--- src/rtl/serial_port_router_if.sv ---
// Serial-frame router bundle: bit-rate enable, serial input and per-port enables in; routed payload and status out.
// Latency: pure wiring, no storage.
// Backpressure: none; the sink samples on enabled clock edges and cannot stall the link.
interface serial_port_router_if #(
   parameter int PORT_W = 2,
   parameter int LEN_W  = 4
);
   localparam int NP = 2**PORT_W;

   logic              clk_en;
   logic              ser_in;
   logic [NP-1:0]     port_en;
   logic              ser_out;
   logic [NP-1:0]     out_valid;
   logic [PORT_W-1:0] port_q;
   logic [LEN_W-1:0]  len_q;
   logic              busy;
   logic              done;
   logic              drop;

   // Router side
   modport slave (
      input  clk_en, ser_in, port_en,
      output ser_out, out_valid, port_q, len_q, busy, done, drop
   );

   // Serial source / sink side
   modport master (
      output clk_en, ser_in, port_en,
      input  ser_out, out_valid, port_q, len_q, busy, done, drop
   );
endinterface

--- src/rtl/serial_port_router.sv ---
// Serial frame demux: start bit, port field, length field, payload routed to one of 2**PORT_W ports.
// Latency: payload bit k appears combinationally on ser_out in the k-th enabled DATA cycle; DONE follows the last bit.
// Backpressure: none; all state advances only on clk_en, disabled ports drop payload silently and flag it in DONE.
module serial_port_router #(
   parameter int PORT_W = 2,
   parameter int LEN_W  = 4
) (
   input logic              clk,
   input logic              rst,
   serial_port_router_if.slave bus
);
   localparam int NP    = 2**PORT_W;
   localparam int CNT_W = (PORT_W > LEN_W) ? PORT_W : LEN_W;

   typedef enum logic [2:0] {IDLE, PORT, LEN, DATA, DONE} state_t;

   state_t            state, state_nxt;
   logic [CNT_W-1:0]  bit_cnt;
   logic [LEN_W-1:0]  down_cnt;
   logic [PORT_W-1:0] port_reg;
   logic [LEN_W-1:0]  len_reg;
   logic              drop_reg;

   logic [PORT_W-1:0] port_shift;
   logic [LEN_W-1:0]  len_shift;
   logic              port_last;
   logic              len_last;

   // Fields arrive MSB first, so each new bit enters at the LSB end.
   assign port_shift = (port_reg << 1) | PORT_W'(bus.ser_in);
   assign len_shift  = (len_reg << 1) | LEN_W'(bus.ser_in);
   assign port_last  = (bit_cnt == CNT_W'(PORT_W - 1));
   assign len_last   = (bit_cnt == CNT_W'(LEN_W - 1));

   // State register; only enabled edges move the FSM.
   always_ff @(posedge clk or posedge rst) begin
      if (rst)
         state <= IDLE;
      else if (bus.clk_en)
         state <= state_nxt;
   end

   // Next-state decode; the length test uses the fully shifted field so a zero-length frame skips DATA.
   always_comb begin
      state_nxt = state;
      case (state)
         IDLE: if (!bus.ser_in) state_nxt = PORT;
         PORT: if (port_last) state_nxt = LEN;
         LEN:  if (len_last) state_nxt = (len_shift == '0) ? DONE : DATA;
         DATA: if (down_cnt == LEN_W'(1)) state_nxt = DONE;
         DONE: state_nxt = bus.ser_in ? IDLE : PORT;
         default: state_nxt = IDLE;
      endcase
   end

   // Datapath: field shifters, bit counter, payload down-counter and the drop flag.
   always_ff @(posedge clk or posedge rst) begin
      if (rst) begin
         bit_cnt  <= '0;
         down_cnt <= '0;
         port_reg <= '0;
         len_reg  <= '0;
         drop_reg <= 1'b0;
      end else if (bus.clk_en) begin
         case (state)
            IDLE, DONE: begin
               bit_cnt <= '0;
               // A new frame starts with a clean drop flag; the old value stays visible until then.
               if (state_nxt == PORT)
                  drop_reg <= 1'b0;
            end
            PORT: begin
               port_reg <= port_shift;
               bit_cnt  <= port_last ? '0 : bit_cnt + CNT_W'(1);
            end
            LEN: begin
               len_reg <= len_shift;
               if (len_last) begin
                  bit_cnt  <= '0;
                  // The enable is frozen here so port_en changes during DATA cannot affect this frame.
                  drop_reg <= ~bus.port_en[port_reg];
                  down_cnt <= len_shift;
               end else begin
                  bit_cnt <= bit_cnt + CNT_W'(1);
               end
            end
            DATA: down_cnt <= down_cnt - LEN_W'(1);
            default: ;
         endcase
      end
   end

   // Moore output decodes; ser_out is a gated pass-through of the line during DATA.
   assign bus.ser_out   = (state == DATA) ? bus.ser_in : 1'b0;
   assign bus.out_valid = (state == DATA && !drop_reg) ? (NP'(1) << port_reg) : '0;
   assign bus.port_q    = port_reg;
   assign bus.len_q     = len_reg;
   assign bus.busy      = (state == PORT) || (state == LEN) || (state == DATA);
   assign bus.done      = (state == DONE);
   assign bus.drop      = (state == DONE) && drop_reg;
endmodule

--- src/flat_wrapper.sv ---
// flat-port wrapper written by rule: the top's interface ports become plain ports
module serial_port_router_flat 
#(
   parameter int PORT_W = 2,
   parameter int LEN_W  = 4
)
  (clk, rst, bus_clk_en, bus_ser_in, bus_port_en, bus_ser_out, bus_out_valid, bus_port_q, bus_len_q, bus_busy, bus_done, bus_drop);
  serial_port_router_if #(.PORT_W(PORT_W), .LEN_W(LEN_W)) bus_i ();
  input logic clk;
  input logic rst;
  input wire logic [$bits(bus_i.clk_en)-1:0] bus_clk_en;
  input wire logic [$bits(bus_i.ser_in)-1:0] bus_ser_in;
  input wire logic [$bits(bus_i.port_en)-1:0] bus_port_en;
  output wire logic [$bits(bus_i.ser_out)-1:0] bus_ser_out;
  output wire logic [$bits(bus_i.out_valid)-1:0] bus_out_valid;
  output wire logic [$bits(bus_i.port_q)-1:0] bus_port_q;
  output wire logic [$bits(bus_i.len_q)-1:0] bus_len_q;
  output wire logic [$bits(bus_i.busy)-1:0] bus_busy;
  output wire logic [$bits(bus_i.done)-1:0] bus_done;
  output wire logic [$bits(bus_i.drop)-1:0] bus_drop;
  assign bus_i.clk_en = bus_clk_en;
  assign bus_i.ser_in = bus_ser_in;
  assign bus_i.port_en = bus_port_en;
  assign bus_ser_out = bus_i.ser_out;
  assign bus_out_valid = bus_i.out_valid;
  assign bus_port_q = bus_i.port_q;
  assign bus_len_q = bus_i.len_q;
  assign bus_busy = bus_i.busy;
  assign bus_done = bus_i.done;
  assign bus_drop = bus_i.drop;
  serial_port_router #(.PORT_W(PORT_W), .LEN_W(LEN_W)) u_core (.clk(clk), .rst(rst), .bus(bus_i));
endmodule
--- config.mk ---
export PLATFORM = sky130hd
export DESIGN_NAME = serial_port_router_flat
export DESIGN_NICKNAME = d
export VERILOG_FILES = /design/src/rtl/serial_port_router_if.sv /design/src/rtl/serial_port_router.sv /design/src/flat_wrapper.sv
export SDC_FILE = /design/constraint.sdc
export NUM_CORES = 1
export LEC_CHECK = 0
export BUFFER_PORTS_ARGS = -buffer_cell sky130_fd_sc_hd__buf_2
export CORE_MARGIN = 1
export CORE_UTILIZATION = 51
export CTS_BUF_LIST = sky130_fd_sc_hd__clkbuf_8
export DETAILED_ROUTE_END_ITERATION = 8
export PLACE_DENSITY = 0.85
export SKIP_CTS_REPAIR_TIMING = 1
export SYNTH_ARGS = -nofsm -noshare
export SYNTH_HDL_FRONTEND = slang
export SYNTH_SLANG_ARGS = --single-unit
--- constraint.sdc ---
create_clock -name clk -period 2 [get_ports clk]
set_input_delay 0.4 -clock clk [delete_from_list [all_inputs] [get_ports clk]]
set_output_delay 0.4 -clock clk [all_outputs]
set_load 0.01 [all_outputs]
==> impl_metrics.ini, run 1 <==
[outcome]
status = completed

[run]
max_cap_viol_count = 0

[sta]
fmaxAchievable_mhz = 520
fin_skew_ns = 0.00209
maxSlewViolCount = 0
worst_slew_pin_slew_ns = 0.706
period_share = 0.962
rsz0062_at_grt = no
whs_ns = 0.246
finalHoldViolations = 0
setup_viol_count_final = 0
finalCriticalPeriod_ns = 1.92
relSlewSlack = 0.529

[yosys]
synth-async-reset-ratio = 1.00
synth_edf_count = 0
yosys.area_share.simple = 0.275
syn_area_per_cell_um2 = 10.3
ys_ff_latch = 18
synth_top_area_frac = 0.376
synth_compound_gate_area_share = 0.182
synthTopCellsByArea = dfrtp_1, mux2_2, nor2_1, ha_1, nor3b_4
synth_ff_type = dfrtp_1
synth_top_family_by_area = simple AND/OR/NAND/NOR gates
yosys_warnings = 0
synth_cell_type_count = 40
post-synth-top-area-cell = dfrtp_1
syn-num-nets = 128
synthAdderAreaFrac = 0.0418
synthMuxAreaShare = 0.0835
synthXorXnorAreaFrac = 0
yosysSeqAreaShare = 0.376
netlist_area_mm2 = 0.00120
syn_inst = 116

[power_and_ir_drop]
peakVddDrop_uv = 754
power.total_mw = 1.89
powerDensity_mw_per_mm2 = 1380
leakage_nw = 0.630

[finish]
final_cell_mix = buf_2, dfrtp_1, nor2_1
final_common_cell = buf_2
fin_area_mm2 = 0.00137
drive_gt1_frac = 0.358
n_antenna_cell = 0
area_delta_synth_final_pct = 14.4
fin_nets = 150

[setup_path]
cp-start-kind = flip-flop
critPathLaunch = u_core.state[2]$_DFFE_PP0P_
rr_worst_depth = 5
path_max_fanout = 14
cp-end-kind = primary output
arrival_ns = 1.52
worstPathRequired_ns = 1.60
crit_type = flip-flop to primary output
crit-reg2reg-launch = u_core.bit_cnt[0]$_DFFE_PP0P_

[route]
wl_met2_um = 1280
vias = 965
post_drt_wl_per_cell_um = 15.1
first_pass_iters = 4
via_per_inst = 5.85
drt-met1-wl_um = 1080
drc = 0
ant_nets = 0
routed_wl_um = 2490
top_layer_used = met4
wl_met3_um = 89
drtIter0Drc = 25

[die]
core_area_mm2 = 0.00221
die_x_um = 50.5
fp.dieArea_mm2 = 0.00255
ios = 22
row_count = 17
initial_core_util = 0.542
die_h_um = 50.5

[placed_design]
io_buffers = 21
place_hpwl_um = 1830
placed_cell_area_mm2 = 0.00131
gp_congestion = 0.794

[worst_hold_path]
hold_path_class = input pin to asynchronous set/reset pin

[grt]
overflow = 0
grt_pass1_wl_um = 4280
grtUsageTotal = 0.226
grt_antenna_before_repair = 0
grt_max_degree = 19
grt_pass1_vias = 947

[clock_network]
clockBufferDepth = 2
numCtsBuffers = 3
clkSlewWorstSetupHoldPaths_ns = 0.07
htree_num_levels = 1
cts_tree = yes
clock-sinks = 18
clock_latency_ns = 0.26
cts-root-buf = clkbuf_8
cell families after synthesis:
family,after synthesis
AOI/OAI and AO/OA,27
and+or+nand+nor,49
buffers and inverters,10
DFF,18
adders and majority gates,4
muxes,8
through the flow:
step	setup WS [ns]	util	cells	TNS [ns]
floorplan	0.230	-	116	0
global placement	0.313	0.594	161	0
detailed placement	0.249	0.594	161	0
CTS	-0.0625	0.619	165	-0.0831
global route	0.0101	0.620	165	0
finish	0.0756	0.620	165	0
cell usage after synthesis, types with 2 or more instances:
cell type	instances
nand2b_1	3
mux2_2	6
nor3_1	3
nor3b_1	2
a31oi_1	2
and3_1	4
buf_4	3
nor3b_4	2
o21bai_1	2
a2bb2oi_1	2
o21ai_0	6
o2bb2ai_2	2
ha_1	4
or3b_1	2
dfrtp_1	18
inv_1	5
o21ai_2	2
a21oi_1	4
and2_1	3
nor2_1	14
nand2_1	6
o31ai_1	2
buf_2	2
cell type report:
type / count / area, µm²
tap: 28 / 35.0
clock buffer: 4 / 55.1
multi-input combinational: 88 / 697
inverter: 5 / 18.8
timing repair buffer: 22 / 113
fill: 190 / 841
sequential: 18 / 453
critical path: stages, from the launching register on:
cell      delay [ns]
dfrtp_2         0.50
nand3b_4        0.27
nor4b_1         0.31
buf_2           0.18
per-layer routing:
| metal | track usage | up-vias |
|---|---|---|
| met5 | 0 | - |
| met4 | 0.0972 | 0 |
| met3 | 0.0333 | 5 |
| met2 | 0.391 | 21 |
| met1 | 0.277 | 473 |
| li1 | - | 466 |
worst paths after layout:
check                                             endpoint  slack (ns)
min in group clk               u_core.state[2]$_DFFE_PP0P_        0.48
hold / removal               u_core.bit_cnt[0]$_DFFE_PP0P_        0.25
hold reg to reg            u_core.bus.len_q[3]$_DFFE_PP0P_        0.51
max in group asynchronous      u_core.state[1]$_DFFE_PP0P_        1.26
setup / recovery                          bus_out_valid[1]        0.08
setup reg to reg            u_core.down_cnt[0]$_DFFE_PP0P_        0.28
power by group:
group | switching [mW] | internal, mW
Sequential | 0.227 | 0.505
Combinational | 0.426 | 0.430
Clock | 0.126 | 0.175
Note: power is estimated with default switching activity, not from simulation.
==> run 2, diff against run 1 <==
--- a/config.mk
+++ b/config.mk
@@ -6,11 +6,12 @@
 export NUM_CORES = 1
 export LEC_CHECK = 0
 export BUFFER_PORTS_ARGS = -buffer_cell sky130_fd_sc_hd__buf_2
+export CAP_MARGIN = 5
 export CORE_MARGIN = 1
 export CORE_UTILIZATION = 51
 export CTS_BUF_LIST = sky130_fd_sc_hd__clkbuf_8
 export DETAILED_ROUTE_END_ITERATION = 8
-export PLACE_DENSITY = 0.85
+export PLACE_DENSITY = 0.81
 export SKIP_CTS_REPAIR_TIMING = 1
 export SYNTH_ARGS = -nofsm -noshare
 export SYNTH_HDL_FRONTEND = slang
==> run 2 against run 1 <==
  * Power up 0.90%
  * Die area unchanged
  * Sequential share of layout area down 0.48 points
  * First-iteration DRC count down 8.0%
  * Critical path depth up 1
  * Cell count up 1.2%
  * Combinational power up 6.8%
  * Utilization up 0.57 points
  * Critical endpoint is now bus_out_valid[3]
  * Largest cell class unchanged
==> impl_metrics.ini, run 2 (synthesis results as in run 1) <==
[die]
row_count = 17
fp.dieArea_mm2 = 0.00255
core_area_mm2 = 0.00221
die_h_um = 50.5
initial_core_util = 0.542
die_x_um = 50.5
ios = 22

[route]
first_pass_iters = 4
ant_nets = 0
drc = 0
post_drt_wl_per_cell_um = 15.0
routed_wl_um = 2510
vias = 991
drtIter0Drc = 23
via_per_inst = 5.93

[finish]
n_fill_cell = 186
fin_nets = 152
final_cells = 167
final_common_cell = buf_2
drive_gt1_frac = 0.353
area_delta_synth_final_pct = 15.4
final_cell_mix = buf_2, dfrtp_1, nor2_1
n_antenna_cell = 0

[sta]
worst_slew_pin_slew_ns = 0.711
rsz0062_at_grt = no
finalHoldViolations = 0
setup_viol_count_final = 0
relSlewSlack = 0.525
maxSlewViolCount = 0
period_share = 0.957
fmaxAchievable_mhz = 522
fin_tns_setup_ns = 0
fin_skew_ns = 0.00310
finalCriticalPeriod_ns = 1.91

[run]
max_cap_viol_count = 0

[clock_network]
numCtsBuffers = 3
clock_latency_ns = 0.26
clockBufferDepth = 2
clock-sinks = 18
htree_num_levels = 1
cts_tree = yes
clkSlewWorstSetupHoldPaths_ns = 0.07
cts-root-buf = clkbuf_8

[grt]
overflow = 0
grt_pass1_wl_um = 4280
grt_max_degree = 19
grt_pass1_vias = 968
grtUsageTotal = 0.224
grt_antenna_before_repair = 0

[placed_design]
gp_congestion = 0.782
io_buffers = 21
place_hpwl_um = 1830
placed_cells = 163

[power_and_ir_drop]
p_comb_frac = 0.480
pwr-share-seq = 0.361
p_sw_uw = 781
powerDensity_mw_per_mm2 = 1380
clkPwrFrac = 0.158
peakVddDrop_uv = 771
leakage_nw = 0.642
p_int_mw = 1.13
sw_frac_of_total = 0.410

[setup_path]
path_max_fanout = 14
crit_type = flip-flop to primary output
cp-end-kind = primary output
crit_chain = nand3b_4, nor2_1, and3_1, buf_2
cp_slowest_cell = dfrtp_1
cp-start-kind = flip-flop
slowest_delay_ns = 0.55
crit_family = simple AND/OR/NAND/NOR gates
worstPathRequired_ns = 1.60
arrival_ns = 1.51
worst-path-buf-inv = 1

[worst_hold_path]
hold_path_class = input pin to asynchronous set/reset pin

[outcome]
status = completed
run 2: area by class of cell:
type	count	area, µm²	share of cell area
inverter	5	18.8	0.0136
tap	28	35.0	0.0253
clock buffer	4	55.1	0.0398
timing repair buffer	24	128	0.0922
multi-input combinational	88	697	0.504
sequential	18	450	0.325
run 2: power groups by stage:
stage | Clock (mW) | Sequential, mW | Combinational, mW
2_1_floorplan | 0 | 0.670 | 0.685
3_3_place_gp | 0 | 0.678 | 0.876
3_5_place_dp | 0 | 0.692 | 0.904
4_1_cts | 0.309 | 0.686 | 0.916
5_1_grt | 0.315 | 0.715 | 0.996
6_report | 0.302 | 0.689 | 0.915
run 2: metrics by stage:
stage / util / setup slack [ns] / hold slack [ns] / power [mW] / area (µm²)
finish: 0.626 / 0.0860 / 0.248 / 1.91 / 1380
global route: 0.626 / 0.00128 / 0.313 / 2.03 / 1380
CTS: 0.626 / 0.102 / 0.266 / 1.91 / 1380
detailed placement: 0.601 / 0.310 / 0.495 / 1.60 / 1330
global placement: 0.601 / 0.396 / 0.483 / 1.55 / 1330
floorplan: - / 0.230 / 0.339 / 1.35 / 1200
run 2: final timing paths:
kind / start / endpoint / slack [ns] / depth (start not counted)
max: u_core.state[1]$_DFFE_PP0P_ / bus_out_valid[3] / 0.09 / 4
min in group clk: bus_ser_in / u_core.bus.len_q[0]$_DFFE_PP0P_ / 0.49 / 2
min reg2reg: u_core.bus.len_q[3]$_DFFE_PP0P_ / u_core.bus.len_q[3]$_DFFE_PP0P_ / 0.51 / 1
max in group asynchronous: rst / u_core.down_cnt[2]$_DFFE_PP0P_ / 1.30 / 2
min: rst / u_core.drop_reg$_DFFE_PP0P_ / 0.25 / 2
max reg2reg: u_core.bit_cnt[0]$_DFFE_PP0P_ / u_core.down_cnt[0]$_DFFE_PP0P_ / 0.29 / 5
run 2: routing by layer:
layer | part of all wire | wire [µm] | global-route usage
met2 | 0.50 | 1250 | 0.389
met1 | 0.45 | 1140 | 0.278
met3 | 0.028 | 71 | 0.0303
met5 | 0 | 0 | 0
met4 | 0.017 | 42 | 0.0880
==> run 3, diff against run 2 <==
--- a/config.mk
+++ b/config.mk
@@ -9,7 +9,6 @@
 export CAP_MARGIN = 5
 export CORE_MARGIN = 1
 export CORE_UTILIZATION = 51
-export CTS_BUF_LIST = sky130_fd_sc_hd__clkbuf_8
 export DETAILED_ROUTE_END_ITERATION = 8
 export PLACE_DENSITY = 0.81
 export SKIP_CTS_REPAIR_TIMING = 1
==> run 3 against run 2 <==
  * Sequential power is essentially flat
  * Largest power group unchanged
  * Count of clock-buffer cells in the layout is the same
  * Flip-flop and latch count is the same
  * Die area is the same
  * Wire length shrank 2.8%
  * Via count grew 2.7%
  * Highest routed layer unchanged
  * Cell count is the same
  * Critical path type unchanged
==> impl_metrics.ini, run 3 (synthesis results as in run 1) <==
[power_and_ir_drop]
leakage_nw = 0.634
clkPwrFrac = 0.128
p_int_mw = 1.06
pwr-share-seq = 0.376
p_sw_uw = 775
peakVddDrop_uv = 750
powerDensity_mw_per_mm2 = 1340
p_comb_frac = 0.496
sw_frac_of_total = 0.422

[clock_network]
clock-sinks = 18
cts-root-buf = clkbuf_4
cts_tree = yes
clock_latency_ns = 0.30
htree_num_levels = 1
numCtsBuffers = 3
clkSlewWorstSetupHoldPaths_ns = 0.11
clockBufferDepth = 2

[grt]
grt_antenna_before_repair = 0
grt.met3_usage = 0.0303
grt_pass1_vias = 943
met1_usage = 0.276
grt_pass1_wl_um = 4150
grtUsageTotal = 0.211
grt-busiest-layer = met2
grt_max_degree = 19
met2_usage = 0.353
overflow = 0

[die]
core_area_mm2 = 0.00221
fp.dieArea_mm2 = 0.00255
initial_core_util = 0.542
die_h_um = 50.5
die_x_um = 50.5
row_count = 17
ios = 22

[setup_path]
crit-reg2reg-launch = u_core.bit_cnt[0]$_DFFE_PP0P_
arrival_ns = 1.45
rr_worst_depth = 5
worstReg2RegEnd = u_core.down_cnt[0]$_DFFE_PP0P_
cp-start-kind = flip-flop
critPathLaunch = u_core.state[1]$_DFFE_PP0P_
rrSetupSlack_ns = 0.28
crit_type = flip-flop to primary output
worstPathRequired_ns = 1.60
path_max_fanout = 14
cp-end-kind = primary output

[placed_design]
dp_slack_ns = 0.310
place_hpwl_um = 1830
io_buffers = 21
placed_cell_area_mm2 = 0.00133
gp_congestion = 0.782

[finish]
fin_util = 0.618
final_common_cell = buf_2
fin_nets = 152
final_cell_mix = buf_2, dfrtp_1, nor2_1
area_delta_synth_final_pct = 14.0
n_fill_cell = 190
fin_area_mm2 = 0.00137
n_antenna_cell = 0
drive_gt1_frac = 0.360

[sta]
fmaxAchievable_mhz = 542
finalHoldViolations = 0
maxSlewViolCount = 0
period_share = 0.923
setup_viol_count_final = 0
fin_ws_ns = 0.155
worst_slew_pin_slew_ns = 0.691
finalCriticalPeriod_ns = 1.85
fin_tns_setup_ns = 0
fin_skew_ns = 0.00100
relSlewSlack = 0.539
rsz0062_at_grt = no

[route]
drtIter0Drc = 14
via_per_inst = 6.10
post_drt_wl_per_cell_um = 14.6
drc = 0
ant_nets = 0
vias = 1018
first_pass_iters = 4
routed_wl_um = 2440

[run]
max_cap_viol_count = 0

[outcome]
status = completed

[worst_hold_path]
hold_path_class = input pin to asynchronous set/reset pin
run 3: cell types whose count changed in the layout (fill, tap and decap cells not counted):
| cell | change |
|---|---|
| clkbuf_4 | +3 |
| clkbuf_8 | -3 |
| dfrtp_1 | -1 |
| dfrtp_2 | +1 |
run 3: critical path: stages (launching register included):
cell	delay, ns
dfrtp_2	0.48
nand3b_4	0.18
nor2_1	0.18
and3_1	0.18
buf_2	0.12
run 3: cell type report:
| type | instances | area, µm² | area share |
|---|---|---|---|
| clock buffer | 4 | 36.3 | 0.0266 |
| inverter | 5 | 18.8 | 0.0137 |
| timing repair buffer | 24 | 128 | 0.0934 |
| tap | 28 | 35.0 | 0.0256 |
| sequential | 18 | 452 | 0.331 |
| multi-input combinational | 88 | 697 | 0.510 |
run 3: worst max path at each step:
stage,endpoint,slack (ns),cells after the start
finish,bus_out_valid[3],0.15,4
CTS,bus_out_valid[3],0.06,4
detailed placement,u_core.down_cnt[0]$_DFFE_PP0P_,0.31,5
global placement,u_core.down_cnt[0]$_DFFE_PP0P_,0.40,5
global route,bus_out_valid[1],0.06,3
floorplan,bus_out_valid[1],0.23,4
run 3: power by group through the flow:
| stage | sequential, mW | clock (mW) | combinational [mW] |
|---|---|---|---|
| 6_report | 0.691 | 0.235 | 0.911 |
| 5_1_grt | 0.715 | 0.243 | 0.989 |
| 4_1_cts | 0.683 | 0.233 | 0.910 |
| 3_5_place_dp | 0.692 | 0 | 0.904 |
| 3_3_place_gp | 0.678 | 0 | 0.876 |
| 2_1_floorplan | 0.670 | 0 | 0.685 |
run 3: routing by layer:
metal | share of wire | vias up | wire length [µm]
met3 | 0.051 | 6 | 124
met5 | 0 | - | 0
met4 | 0.011 | 0 | 26
met2 | 0.50 | 43 | 1220
li1 | - | 473 | -
met1 | 0.44 | 496 | 1070
run 3: through the flow:
step           hold slack, ns  total power [mW]  std cells
5_1_grt                 0.263              1.95        167
2_1_floorplan           0.339              1.35        116
4_1_cts                 0.224              1.83        167
6_report                0.186              1.84        167
3_3_place_gp            0.483              1.55        163
3_5_place_dp            0.495              1.60        163
